## config.mk

```make
export PLATFORM = sky130hd
export DESIGN_NAME = player_input_encoder_flat
export DESIGN_NICKNAME = d
export VERILOG_FILES = /design/src/rtl/game_pkg.sv /design/src/rtl/player_input_encoder_if.sv /design/src/rtl/player_input_encoder_debouncer.sv /design/src/rtl/player_input_encoder.sv /design/src/flat_wrapper.sv
export SDC_FILE = /design/constraint.sdc
export NUM_CORES = 1
export LEC_CHECK = 0
export ABC_AREA = 1
export CORE_MARGIN = 3
export CORE_UTILIZATION = 45
export DETAILED_ROUTE_END_ITERATION = 12
export GPL_ROUTABILITY_DRIVEN = 0
export SYNTH_ARGS = -nofsm -noshare
export SYNTH_HDL_FRONTEND = slang
export SYNTH_SLANG_ARGS = --single-unit
```

## constraint.sdc

```tcl
create_clock -name clock -period 1.6 [get_ports clock]
set_input_delay 0.16 -clock clock [delete_from_list [all_inputs] [get_ports clock]]
set_output_delay 0.16 -clock clock [all_outputs]
set_load 0.03 [all_outputs]
```

## src/rtl/game_pkg.sv

```systemverilog
// Shared action codes and button indices for the player input path and gameLogic.
package game_pkg;

  localparam int unsigned NUM_BTNS = 5;

  localparam int unsigned BTN_PUNCH = 0;
  localparam int unsigned BTN_KICK  = 1;
  localparam int unsigned BTN_LEFT  = 2;
  localparam int unsigned BTN_RIGHT = 3;
  localparam int unsigned BTN_JUMP  = 4;

  localparam logic [2:0] ACT_WAIT  = 3'b000;
  localparam logic [2:0] ACT_PUNCH = 3'b001;
  localparam logic [2:0] ACT_KICK  = 3'b010;
  localparam logic [2:0] ACT_LEFT  = 3'b011;
  localparam logic [2:0] ACT_RIGHT = 3'b100;
  localparam logic [2:0] ACT_JUMP  = 3'b101;

  // Fixed priority: punch > kick > jump > left > right.
  function automatic logic [2:0] encode_action(input logic [NUM_BTNS-1:0] pend);
    logic [2:0] act;
    act = ACT_WAIT;
    if (pend[BTN_PUNCH]) begin
      act = ACT_PUNCH;
    end else if (pend[BTN_KICK]) begin
      act = ACT_KICK;
    end else if (pend[BTN_JUMP]) begin
      act = ACT_JUMP;
    end else if (pend[BTN_LEFT]) begin
      act = ACT_LEFT;
    end else if (pend[BTN_RIGHT]) begin
      act = ACT_RIGHT;
    end
    return act;
  endfunction

endpackage

```

## src/rtl/player_input_encoder_if.sv

```systemverilog
// Button inputs, game_over and per-tick action outputs of the player input encoder.
interface player_input_encoder_if;
  import game_pkg::*;

  logic [NUM_BTNS-1:0] p1_buttons;
  logic [NUM_BTNS-1:0] p2_buttons;
  logic                game_over;
  logic [2:0]          player1_action;
  logic [2:0]          player2_action;
  logic                action_tick;

  modport master (
    output p1_buttons,
    output p2_buttons,
    output game_over,
    input  player1_action,
    input  player2_action,
    input  action_tick
  );

  modport slave (
    input  p1_buttons,
    input  p2_buttons,
    input  game_over,
    output player1_action,
    output player2_action,
    output action_tick
  );

endinterface

```

## src/rtl/player_input_encoder_debouncer.sv

```systemverilog
// One button: two-flop synchroniser, stability counter, debounced level and rising-edge pulse.
module button_debouncer #(
  parameter int unsigned DEBOUNCE_CYCLES = 16
) (
  input  logic clock,
  input  logic reset,
  input  logic raw,
  output logic rise
);

  localparam int unsigned CntW = $clog2(DEBOUNCE_CYCLES);
  localparam logic [CntW-1:0] CntMax = CntW'(DEBOUNCE_CYCLES - 1);

  logic [1:0]      sync_q;
  logic [CntW-1:0] cnt_q, cnt_d;
  logic            level_q, level_d;
  logic            level_prev_q;
  logic            synced;

  assign synced = sync_q[1];

  always_comb begin
    cnt_d   = cnt_q;
    level_d = level_q;
    if (synced == level_q) begin
      cnt_d = '0;
    end else if (cnt_q == CntMax) begin
      level_d = synced;
      cnt_d   = '0;
    end else begin
      cnt_d = cnt_q + 1'b1;
    end
  end

  always_ff @(posedge clock) begin
    if (reset) begin
      sync_q       <= '0;
      cnt_q        <= '0;
      level_q      <= 1'b0;
      level_prev_q <= 1'b0;
    end else begin
      sync_q       <= {sync_q[0], raw};
      cnt_q        <= cnt_d;
      level_q      <= level_d;
      level_prev_q <= level_q;
    end
  end

  assign rise = level_q & ~level_prev_q;

endmodule

```

## src/rtl/player_input_encoder.sv

```systemverilog
// Debounces both players' buttons, latches press edges as pending requests and issues
// one prioritised action per player on each game tick.
module player_input_encoder
  import game_pkg::*;
#(
  parameter int unsigned DEBOUNCE_CYCLES = 16,
  parameter int unsigned TICK_DIV        = 8
) (
  input logic                  clock,
  input logic                  reset,
  player_input_encoder_if.slave bus
);

  localparam int unsigned TickW = $clog2(TICK_DIV);
  localparam logic [TickW-1:0] TickMax = TickW'(TICK_DIV - 1);

  logic [NUM_BTNS-1:0] p1_rise, p2_rise;
  logic [NUM_BTNS-1:0] p1_pend_q, p1_pend_d;
  logic [NUM_BTNS-1:0] p2_pend_q, p2_pend_d;
  logic [TickW-1:0]    tick_q, tick_d;
  logic [2:0]          act1_q, act1_d;
  logic [2:0]          act2_q, act2_d;
  logic                tick_out_q, tick_out_d;
  logic                tick;

  for (genvar i = 0; i < NUM_BTNS; i++) begin : g_btn
    button_debouncer #(
      .DEBOUNCE_CYCLES(DEBOUNCE_CYCLES)
    ) u_p1 (
      .clock(clock),
      .reset(reset),
      .raw  (bus.p1_buttons[i]),
      .rise (p1_rise[i])
    );
    button_debouncer #(
      .DEBOUNCE_CYCLES(DEBOUNCE_CYCLES)
    ) u_p2 (
      .clock(clock),
      .reset(reset),
      .raw  (bus.p2_buttons[i]),
      .rise (p2_rise[i])
    );
  end

  assign tick = (tick_q == TickMax);

  always_comb begin
    tick_d     = tick ? '0 : tick_q + 1'b1;
    act1_d     = ACT_WAIT;
    act2_d     = ACT_WAIT;
    tick_out_d = 1'b0;
    p1_pend_d  = p1_pend_q | p1_rise;
    p2_pend_d  = p2_pend_q | p2_rise;
    if (tick) begin
      tick_out_d = 1'b1;
      // Issue from the pre-tick pending set; edges arriving on the tick carry to the next one.
      if (!bus.game_over) begin
        act1_d = encode_action(p1_pend_q);
        act2_d = encode_action(p2_pend_q);
      end
      p1_pend_d = p1_rise;
      p2_pend_d = p2_rise;
    end
    if (bus.game_over) begin
      p1_pend_d = '0;
      p2_pend_d = '0;
    end
  end

  always_ff @(posedge clock) begin
    if (reset) begin
      tick_q     <= '0;
      p1_pend_q  <= '0;
      p2_pend_q  <= '0;
      act1_q     <= ACT_WAIT;
      act2_q     <= ACT_WAIT;
      tick_out_q <= 1'b0;
    end else begin
      tick_q     <= tick_d;
      p1_pend_q  <= p1_pend_d;
      p2_pend_q  <= p2_pend_d;
      act1_q     <= act1_d;
      act2_q     <= act2_d;
      tick_out_q <= tick_out_d;
    end
  end

  assign bus.player1_action = act1_q;
  assign bus.player2_action = act2_q;
  assign bus.action_tick    = tick_out_q;

endmodule

```

## src/flat_wrapper.sv

```systemverilog
// flat-port wrapper written by rule: the top's interface ports become plain ports
module player_input_encoder_flat import game_pkg::*;
#(
  parameter int unsigned DEBOUNCE_CYCLES = 16,
  parameter int unsigned TICK_DIV        = 8
)
  (clock, reset, bus_p1_buttons, bus_p2_buttons, bus_game_over, bus_player1_action, bus_player2_action, bus_action_tick);
  player_input_encoder_if bus_i ();
  input logic clock;
  input logic reset;
  input wire logic [$bits(bus_i.p1_buttons)-1:0] bus_p1_buttons;
  input wire logic [$bits(bus_i.p2_buttons)-1:0] bus_p2_buttons;
  input wire logic [$bits(bus_i.game_over)-1:0] bus_game_over;
  output wire logic [$bits(bus_i.player1_action)-1:0] bus_player1_action;
  output wire logic [$bits(bus_i.player2_action)-1:0] bus_player2_action;
  output wire logic [$bits(bus_i.action_tick)-1:0] bus_action_tick;
  assign bus_i.p1_buttons = bus_p1_buttons;
  assign bus_i.p2_buttons = bus_p2_buttons;
  assign bus_i.game_over = bus_game_over;
  assign bus_player1_action = bus_i.player1_action;
  assign bus_player2_action = bus_i.player2_action;
  assign bus_action_tick = bus_i.action_tick;
  player_input_encoder #(.DEBOUNCE_CYCLES(DEBOUNCE_CYCLES), .TICK_DIV(TICK_DIV)) u_core (.clock(clock), .reset(reset), .bus(bus_i));
endmodule
```

==> key figures, run 1 <==
Setup path
  • CP peak stage delay: 670 ps
  • Setup crit end kind: primary output
  • CP Buf/Inv Count: 1
  • Startpoint Class: flop
  • CP required: 1440 ps
  • Crit Path Category: reg -> out
  • R2R depth: 5
  • Reg-to-reg setup timing slack: 300 ps
  • CP max-delay cell: clkdlybuf4s50_1
  • CP delay by family, top: buffers and inverters
  • Crit path DAT: 1340 ps
  • Critical-path cell list: clkdlybuf4s50_1
  • Critical R2R Capture: u_core.p1_pend_q[0]
  • Worst Path Max Fanout: 1
  • R2R Path Start: u_core.tick_q[0]

Synthesis
  • Sequential area share after synthesis: 55.2%
  • Synth Warn #: 0
  • Area of the mapped netlist: 0.00363 mm2
  • Post-Syn Nets: 471
  • Synth area leader: dfxtp_1
  • Number of flops mapped to enable cells by yosys: 0
  • Dominant synthesized flop cell: dfxtp_1
  • Mean Syn Cell Area: 8.13 um2
  • Mapped Cells: 446
  • Area share of the leading cell type in the synthesized netlist: 55.2%
  • #FFs+latches synth: 100
  • Yosys cell types: 19
  • Asr flop ratio synth: 0%
  • Top post-synthesis cells by area: dfxtp_1 (55%), nor2_1 (14%), inv_1 (6.3%)

Timing
  • Final period demand of the worst path: 1500 ps
  • Final Cycle Share: 93.7%
  • Peak Freq: 667 MHz
  • Setup violators final: 0
  • Slew HR: 79.5%
  • Fin. max-slew vios: 0
  • TNS Setup: 0 ps
  • Clk_skew: 12.9 ps
  • Final hold violations: 0
  • Worst-Margin Slew: 307 ps
  • RSZ-0062 raised after global routing: no

Placed design
  • Post-DP HPWL: 3.90 mm
  • Cell Area, Placed: 0.00393 mm2
  • # port buffers: 19

Cells and area
  • N_diodes: 0
  • Final #Nets: 498
  • Number of fill cells: 754
  • Layout area overhead: 14.3%
  • Finished Core Util: 53.4%
  • Layout cell share with drive strength beyond 1: 6.69%
  • Finished Cell Area: 0.00415 mm2

Route
  • Antenna Nets Post-Route: 0
  • TritonRoute pass-1 iters: 4
  • Drt drc: 0
  • Vias post-DR: 2598
  • DRT iter0 DRCs: 73
  • Vias per inst: 4.48
  • Routed WL: 5.45 mm
  • DR WL/cell: 9.40 um

CTS
  • Cts repair resizes: 0
  • Worst-Skew Late Latency: 350 ps
  • Post-CTS Setup Inserts: 0
  • Inserted Clock Buffers: 9
  • CTS Sinks: 100
  • CTS max path bufs: 2
  • CTS hold repair buffers: 0
  • CTS tree: yes
  • Worst-path clk slew: 90 ps
  • Clock root buffer master: clkbuf_8
  • H-Tree Depth: 3

Global routing
  • Largest net degree at the start of global routing: 42
  • Vias in the first global route: 2329
  • First-pass GRT wire length: 9.52 mm
  • Initial antenna violation count: 0
  • Remaining Overflow, GRT: 0
  • Gr usage total: 13.3%

Hold path
  • Worst min path class: in -> reg
  • HP Start: bus_p1_buttons[4]
  • WHS Path Cells: 3
  • WHS Endpoint: u_core.g_btn[4].u_p1.sync_q[0]

Pwr
  • Pleak: 1.80 nW
  • Cell Pwr Density: 1050 mW/mm2
  • VDD IR max: 433 uV

Floorplanning
  • I/O pins: 20
  • Die height: 95.8 um
  • FP Rows: 32
  • Die width: 95.8 um
  • Starting Density: 46.7%
  • Core Box Area: 0.00777 mm2
  • Die area: 0.00917 mm2

Run
  • Maxcap violations: 0

Status
  • Status: completed
## flip-flops by register name, indices dropped and copies added, names as in the netlist
signal / flops
u_core.bus.action_tick: 1
u_core.bus.player1_action: 3
u_core.bus.player2_action: 3
u_core.g_btn.u_p1.cnt_q: 20
u_core.g_btn.u_p1.level_prev_q: 5
u_core.g_btn.u_p1.level_q: 5
u_core.g_btn.u_p1.sync_q: 10
u_core.g_btn.u_p2.cnt_q: 20
u_core.g_btn.u_p2.level_prev_q: 5
u_core.g_btn.u_p2.level_q: 5
u_core.g_btn.u_p2.sync_q: 10
u_core.p1_pend_q: 5
u_core.p2_pend_q: 5
u_core.tick_q: 3
## layout by cell type (no fill, tap or decap)
master,instances
nor2_1,134
dfxtp_1,100
inv_1,61
nand2_1,59
nand3_1,24
clkdlybuf4s50_1,19
ha_1,12
nand4_1,10
xnor2_1,10
clkbuf_8,9
o21a_1,8
nand3_2,6
a21oi_1,6
inv_2,4
or2_2,2
o21ai_0,2
clkinv_2,2
bufinv_16,2
buf_4,2
nand2_2,1
nor2_4,1
inv_6,1
clkinvlp_4,1
clkbuf_1,1
buf_12,1
## metal layers
layer	global-route usage [%]	vias to the layer above	routed length, um
met1	16.4	1142	2790
met4	7.46	0	138
li1	-	1413	-
met3	3.05	12	182
met2	21.4	31	2340
met5	0	-	0
## cell type report
class	instances	area, um2	area share [%]
multi-input combinational	275	1340	32.2
timing repair buffer	22	225	5.43
clock buffer	10	128	3.08
tap	102	128	3.08
inverter	65	244	5.88
clock inverter	6	86.3	2.08
sequential	100	2000	48.3
## synthesized netlist by cell type, types with 6 or more instances
cell / number
a21oi_1: 6
dfxtp_1: 100
ha_1: 12
inv_1: 61
nand2_1: 59
nand3_1: 24
nand3_2: 6
nand4_1: 10
nor2_1: 134
o21a_1: 8
xnor2_1: 10
## worst max path at each step
stage	endpoint	from	cells after the start
2_1_floorplan	u_core.bus.player1_action[1]	u_core.tick_q[0]	7
3_3_place_gp	u_core.g_btn[3].u_p2.cnt_q[3]	reset	5
3_5_place_dp	u_core.g_btn[4].u_p2.cnt_q[0]	reset	5
4_1_cts	bus_player2_action[0]	u_core.bus.player2_action[0]	1
5_1_grt	bus_player2_action[0]	u_core.bus.player2_action[0]	1
6_report	bus_player2_action[0]	u_core.bus.player2_action[0]	1
## cell families (layout without fill, tap and decap cells)
| group | Yosys count | count (layout) | synth area share [%] |
|---|---|---|---|
| flip-flops | 100 | 100 | 55.2 |
| AND/OR/NAND/NOR | 237 | 237 | 27.5 |
| AO/OA/AOI/OAI | 16 | 16 | 2.76 |
| buffers and inverters | 71 | 103 | 8.00 |
| adder cells (fa/ha/maj) | 12 | 12 | 4.14 |
| XOR/XNOR | 10 | 10 | 2.41 |
## power by group
part	switching, mW	internal (mW)	total (mW)	leakage (nW)
Sequential	0.0197	2.52	2.54	0.811
Clock	0.803	0.881	1.68	0.107
Combinational	0.0667	0.0572	0.124	0.880
## per-stage QoR
step	total power, mW	hold slack (ps)	cells	setup slack, ps
after global placement	2.73	390	564	270
final	4.35	313	580	100
after CTS	4.42	292	580	64.0
after floorplan	2.68	267	446	433
after detailed placement	2.73	393	564	253
after global routing	4.56	309	580	25.5
(Power assumes the default switching activity.)
==> run 2, diff against run 1 <==
--- a/config.mk
+++ b/config.mk
@@ -9,7 +9,10 @@
 export CORE_MARGIN = 3
 export CORE_UTILIZATION = 45
 export DETAILED_ROUTE_END_ITERATION = 12
+export DONT_BUFFER_PORTS = 1
 export GPL_ROUTABILITY_DRIVEN = 0
+export RECOVER_POWER = 25
 export SYNTH_ARGS = -nofsm -noshare
 export SYNTH_HDL_FRONTEND = slang
+export SYNTH_HIERARCHICAL = 1
 export SYNTH_SLANG_ARGS = --single-unit
==> run 2 against run 1 <==
Clock-buffer cell count rose by 1; setup slack improved by 260 ps; sequential share of layout area fell by 0.72 points; sequential power barely moved; largest power group unchanged; global-route usage fell by 0.16 points; core utilization barely moved; synthesized cell count rose by 3.1%; critical endpoint is now u_core/p2_pend_q[4]; critical path type is now reg -> reg; final cell count rose by 1.7%.
==> key figures, run 2 <==
Pwr
  • Pleak: 1.81 nW
  • Power share of the clock group: 38.0%
  • Internal: 3.39 mW
  • Power share of the sequential group: 59.0%
  • Comb power frac: 3.0%
  • Cell Pwr Density: 1020 mW/mm2
  • VDD IR max: 532 uV
  • Switching power: 0.922 mW
  • Switching share of power: 21.4%

Global routing
  • Gr usage total: 13.2%
  • Largest net degree at the start of global routing: 41
  • First-pass GRT wire length: 10.2 mm
  • Remaining Overflow, GRT: 0
  • Initial antenna violation count: 0
  • Vias in the first global route: 2484

Setup path
  • Setup crit end kind: flop
  • Worst Path Max Fanout: 11
  • Crit path DAT: 1540 ps
  • Startpoint Class: flop
  • R2R depth: 5
  • CP required: 1900 ps
  • Crit Path Category: reg -> reg

Route
  • Vias per inst: 4.49
  • Antenna Nets Post-Route: 0
  • DR WL/cell: 9.63 um
  • M1 WL: 2.69 mm
  • Wire length on met2: 2.72 mm
  • Vias post-DR: 2652
  • Top sig layer: met4
  • Routed WL: 5.68 mm
  • WL met3: 215 um
  • TritonRoute pass-1 iters: 4
  • DRT iter0 DRCs: 67
  • Drt drc: 0

Synthesis
  • Mean Syn Cell Area: 8.14 um2
  • Mapped Cells: 460
  • Area of the mapped netlist: 0.00374 mm2
  • Post-Syn Nets: 485
  • Yosys cell types: 17
  • Dominant synthesized flop cell: dfxtp_1
  • Number of flops mapped to enable cells by yosys: 0
  • Top post-synthesis cells by area: dfxtp_1 (53%), nor2_1 (12%), nand2_1 (7.5%)
  • Synth Warn #: 6
  • Cell with the most instances after synthesis: nor2_1
  • Synth area leader: dfxtp_1
  • #FFs+latches synth: 100
  • Asr flop ratio synth: 0%
  • Sequential area share after synthesis: 53.5%
  • Area share of the leading cell type in the synthesized netlist: 53.5%
  • Commonest cells in the netlist: nor2_1 (118), dfxtp_1 (100), nand2_1 (75), inv_1 (60), nand3_2 (20)

Placed design
  • # port buffers: 0
  • Post-DP HPWL: 3.81 mm

Cells and area
  • Layout cell share with drive strength beyond 1: 10.7%
  • N_diodes: 0
  • Number of fill cells: 732
  • Largest regs: u_core/g_btn.u_p1/cnt_q: 20 flops, u_core/g_btn.u_p2/cnt_q: 20 flops
  • Most common cell after layout, fill and taps aside: nor2_1
  • Finished Core Util: 53.4%
  • Most frequent cells in the layout: nor2_1 (118), dfxtp_1 (100), nand2_1 (75)
  • Layout area overhead: 12.5%
  • Final #Nets: 508

Hold path
  • Worst min path class: in -> reg
  • WHS Path Cells: 2

Timing
  • TNS Setup: 0 ps
  • Clk_skew: 12.7 ps
  • Peak Freq: 809 MHz
  • RSZ-0062 raised after global routing: no
  • Final Cycle Share: 77.3%
  • Slew HR: 77.0%
  • Final period demand of the worst path: 1240 ps
  • Worst-Margin Slew: 344 ps
  • Setup violators final: 0
  • Final hold violations: 0
  • Fin. max-slew vios: 0

Floorplanning
  • Starting Density: 47.4%
  • Die area: 0.00945 mm2
  • I/O pins: 20
  • Core Box Area: 0.00789 mm2
  • Die height: 97.2 um
  • FP Rows: 32
  • Die width: 97.2 um

CTS
  • Worst-path clk slew: 100 ps
  • Cts repair resizes: 0
  • CTS max path bufs: 2
  • Inserted Clock Buffers: 9
  • Clock root buffer master: clkbuf_8
  • CTS hold repair buffers: 13
  • CTS tree: yes
  • CTS Sinks: 100
  • Worst-Skew Late Latency: 360 ps
  • H-Tree Depth: 3
  • Post-CTS Setup Inserts: 0

Run
  • Maxcap violations: 0

Status
  • Status: completed
-- run 2: cell count changes after synthesis, moves of 9 or more --
cell and delta:
clkinv_1 +10, nand2_1 +16, a21oi_2 +9, nand3_2 +14, nor2_1 -16, nand3_1 -10
-- run 2: power groups by stage --
stage / clock network [mW] / logic (mW) / registers (mW)
after detailed placement: 0 / 0.0844 / 2.60
after CTS: 1.72 / 0.133 / 2.55
final: 1.64 / 0.130 / 2.54
after global routing: 1.81 / 0.153 / 2.55
after floorplan: 0 / 0.0718 / 2.60
after global placement: 0 / 0.0809 / 2.60
-- run 2: worst paths after layout --
kind	start	endpoint	slack [ps]
worst max-delay path	u_core/tick_q[0]	u_core/p2_pend_q[4]	360
worst min-delay path	reset	u_core/g_btn[1].u_p2/sync_q[1]	100
worst max register to register	u_core/tick_q[0]	u_core/p2_pend_q[4]	360
worst min register to register	u_core/g_btn[3].u_p2/sync_q[0]	u_core/g_btn[3].u_p2/sync_q[1]	390
-- run 2: per-stage QoR --
| step | cell area, um2 | power [mW] | setup slack (ps) | cells | hold WS, ps |
|---|---|---|---|---|---|
| finish | 4210 | 4.31 | 364 | 590 | 103 |
| global placement | 3860 | 2.68 | 391 | 561 | 239 |
| floorplan | 3740 | 2.67 | 500 | 460 | 231 |
| global route | 4210 | 4.51 | 268 | 590 | 95.1 |
| CTS | 4210 | 4.40 | 340 | 590 | 86.1 |
| detailed placement | 3860 | 2.69 | 364 | 561 | 240 |
-- run 2: cells by family after synthesis --
family	Yosys count	synth area share, %
buf+inv	83	8.53
simple gates	239	28.6
compound gates	16	3.04
flops	100	53.5
fa+ha+maj	12	4.01
xor+xnor	10	2.34
-- run 2: area by class of cell --
class                   instances  area [um2]  area share, %
clock buffers                  11         151           3.60
clock inverters                 5        60.1           1.43
flip-flops and latches        100        2000           47.5
repair buffers                 13         140           3.33
well taps                     102         128           3.03
multi-input cells             277        1420           33.8
inverters                      82         308           7.31
-- run 2: metal layers --
layer / vias up / global-route usage (%)
met5: - / 0
met4: 0 / 3.56
met3: 5 / 5.03
met2: 30 / 23.1
met1: 1175 / 14.9
li1: 1442 / -
-- run 2: critical path: stages, from the launching register on --
cell     delay (ps)
dfxtp_1         320
ha_1            190
ha_1            230
inv_2           250
a21oi_1         100
nor2_1           80
==> run 3, diff against run 2 <==
==> constraint.sdc (replaced) <==
create_clock -name clock -period 1 [get_ports clock]
set_input_delay 0.1 -clock clock [delete_from_list [all_inputs] [get_ports clock]]
set_output_delay 0.1 -clock clock [all_outputs]
set_load 0.03 [all_outputs]
==> run 3 against run 2 <==
The flow now finishes with violations (negative setup slack); global-route usage increased by 1.0 points; largest cell class unchanged; clock power grew 51%; clock skew decreased by 1.8 ps; final cell count grew 2.4%; combinational power increased by 85%; register-to-register slack worse by 440 ps; first-iteration DRC count shrank 37%; total power up 57%; via count increased by 3.6%; sequential share of layout area down 2.3 points.
==> key figures, run 3 (same netlist as run 2, synthesis figures left out) <==
Timing
  • PnR worst setup slack: -80.7 ps
  • Final period demand of the worst path: 1080 ps
  • Clk_skew: 10.9 ps
  • Peak Freq: 925 MHz
  • Slew HR: 78.2%
  • RSZ-0062 raised after global routing: yes
  • Final Cycle Share: 108%
  • Final hold violations: 0
  • Hold Slack: 24.9 ps
  • Fin. max-slew vios: 0
  • Setup violators final: 19
  • Worst-Margin Slew: 326 ps

CTS
  • Inserted Clock Buffers: 9
  • Worst-path clk slew: 100 ps
  • Worst-Skew Late Latency: 350 ps
  • CTS Sinks: 100
  • CTS tree: yes
  • H-Tree Depth: 3
  • CTS max path bufs: 2
  • Clock root buffer master: clkbuf_8

Cells and area
  • Final #Nets: 522
  • Most frequent cells in the layout: nor2_1 (112), dfxtp_1 (84), nand2_1 (74)
  • Layout area overhead: 19.5%
  • Most common cell after layout, fill and taps aside: nor2_1
  • N_diodes: 0
  • Largest regs: u_core/g_btn.u_p1/cnt_q: 20 flops, u_core/g_btn.u_p2/cnt_q: 20 flops
  • Layout cell share with drive strength beyond 1: 22.7%
  • Finished Layout Cells: 604

Setup path
  • Startpoint Class: flop
  • Worst Path Max Fanout: 4
  • R2R Path Start: u_core/tick_q[0]
  • Crit path DAT: 1320 ps
  • Setup crit end kind: flop
  • Critical-path cell list: ha_4 -> ha_4 -> inv_4 -> buf_6 -> a21oi_2 -> nor2_1
  • CP max-delay cell: dfxtp_2
  • Reg-to-reg setup timing slack: -80 ps
  • CP required: 1240 ps
  • CP peak stage delay: 360 ps
  • Most common cell on crit path: ha_4
  • Crit Path Category: reg -> reg
  • Critical R2R Capture: u_core/p2_pend_q[0]
  • R2R depth: 6

Floorplanning
  • Core Box Area: 0.00789 mm2
  • I/O pins: 20
  • Die height: 97.2 um
  • Die width: 97.2 um
  • Starting Density: 47.4%
  • FP Rows: 32
  • Die area: 0.00945 mm2

Run
  • Maxcap violations: 0

Route
  • DRT iter0 DRCs: 42
  • TritonRoute pass-1 iters: 4
  • DR WL/cell: 10.1 um
  • Vias post-DR: 2748
  • Antenna Nets Post-Route: 0
  • Drt drc: 0
  • Vias per inst: 4.55
  • Routed WL: 6.08 mm

Status
  • Failing checks: negative setup slack
  • Status: finished, violations left

Pwr
  • Tot Pwr: 6.79 mW
  • Cell Pwr Density: 1520 mW/mm2
  • VDD IR max: 1090 uV
  • Pleak: 1.89 nW

Global routing
  • First-pass GRT wire length: 11.2 mm
  • Initial antenna violation count: 0
  • Vias in the first global route: 2761
  • Gr usage total: 14.2%
  • Largest net degree at the start of global routing: 33
  • Remaining Overflow, GRT: 0

Hold path
  • HP Start: reset
  • WHS Endpoint: u_core/g_btn[0].u_p1/sync_q[1]
  • WHS Path Cells: 2
  • Worst min path class: in -> reg

Placed design
  • # port buffers: 0
  • Post-DP HPWL: 4.03 mm
  • Post-Place Cells: 576
[run 3: what timing repair did]
action / CTS / global route
hold endpoints to repair: 67 / 0
gates resized for setup: 2 / 44
endpoints found under the setup margin: 21 / 70
pin swaps: 0 / 9
hold buffers: 12 / 0
buffers inserted: 0 / 0
[run 3: worst max-delay path, delay by kind of cell (launching register included)]
| family | cells | cell delay [ps] |
|---|---|---|
| fa+ha+maj | 2 | 270 |
| buf+inv | 2 | 160 |
| flops | 1 | 360 |
| compound gates | 1 | 130 |
| simple gates | 1 | 50 |
[run 3: layout make-up]
cell class	count	area, um2
clock buffer	9	124
clock inverter	7	66.3
fill	734	3410
inverter	82	310
multi-input combinational	277	1580
sequential	100	2020
tap	102	128
timing repair buffer	27	246
[run 3: worst max path at each step]
stage                                start                  end  slack (ps)  cells past startpoint
after global routing      u_core/tick_q[0]  u_core/p2_pend_q[0]        -150                      6
after CTS                 u_core/tick_q[1]  u_core/p2_pend_q[2]         -80                      6
after global placement    u_core/tick_q[0]  u_core/p2_pend_q[0]         -50                      6
after floorplan           u_core/tick_q[1]  u_core/p1_pend_q[2]         -20                      6
final                     u_core/tick_q[0]  u_core/p2_pend_q[0]         -80                      6
after detailed placement  u_core/tick_q[1]  u_core/p1_pend_q[3]         -80                      6
[run 3: metal layers]
| layer | vias up | wire length [um] | GRT usage, % |
|---|---|---|---|
| met5 | - | 0 | 0 |
| met4 | 0 | 148 | 6.91 |
| met3 | 13 | 185 | 3.30 |
| met2 | 28 | 2800 | 23.9 |
| met1 | 1234 | 2940 | 17.0 |
| li1 | 1473 | - | - |
[run 3: stage by stage]
step	setup WS, ps	instance area (um2)	TNS (ps)	utilization, %
CTS	-79.8	4320	-1060	54.8
global placement	-53.5	4000	-554	50.7
detailed placement	-75.4	4000	-811	50.7
global route	-146	4470	-1860	56.7
finish	-80.7	4470	-902	56.7
floorplan	-21.1	3770	-214	-
[run 3: report_power, final]
| part | leakage, nW | switching (mW) | internal (mW) |
|---|---|---|---|
| Clock | 0.0992 | 1.32 | 1.15 |
| Combinational | 0.969 | 0.128 | 0.112 |
| Sequential | 0.819 | 0.0362 | 4.04 |
| Total | 1.89 | 1.48 | 5.30 |
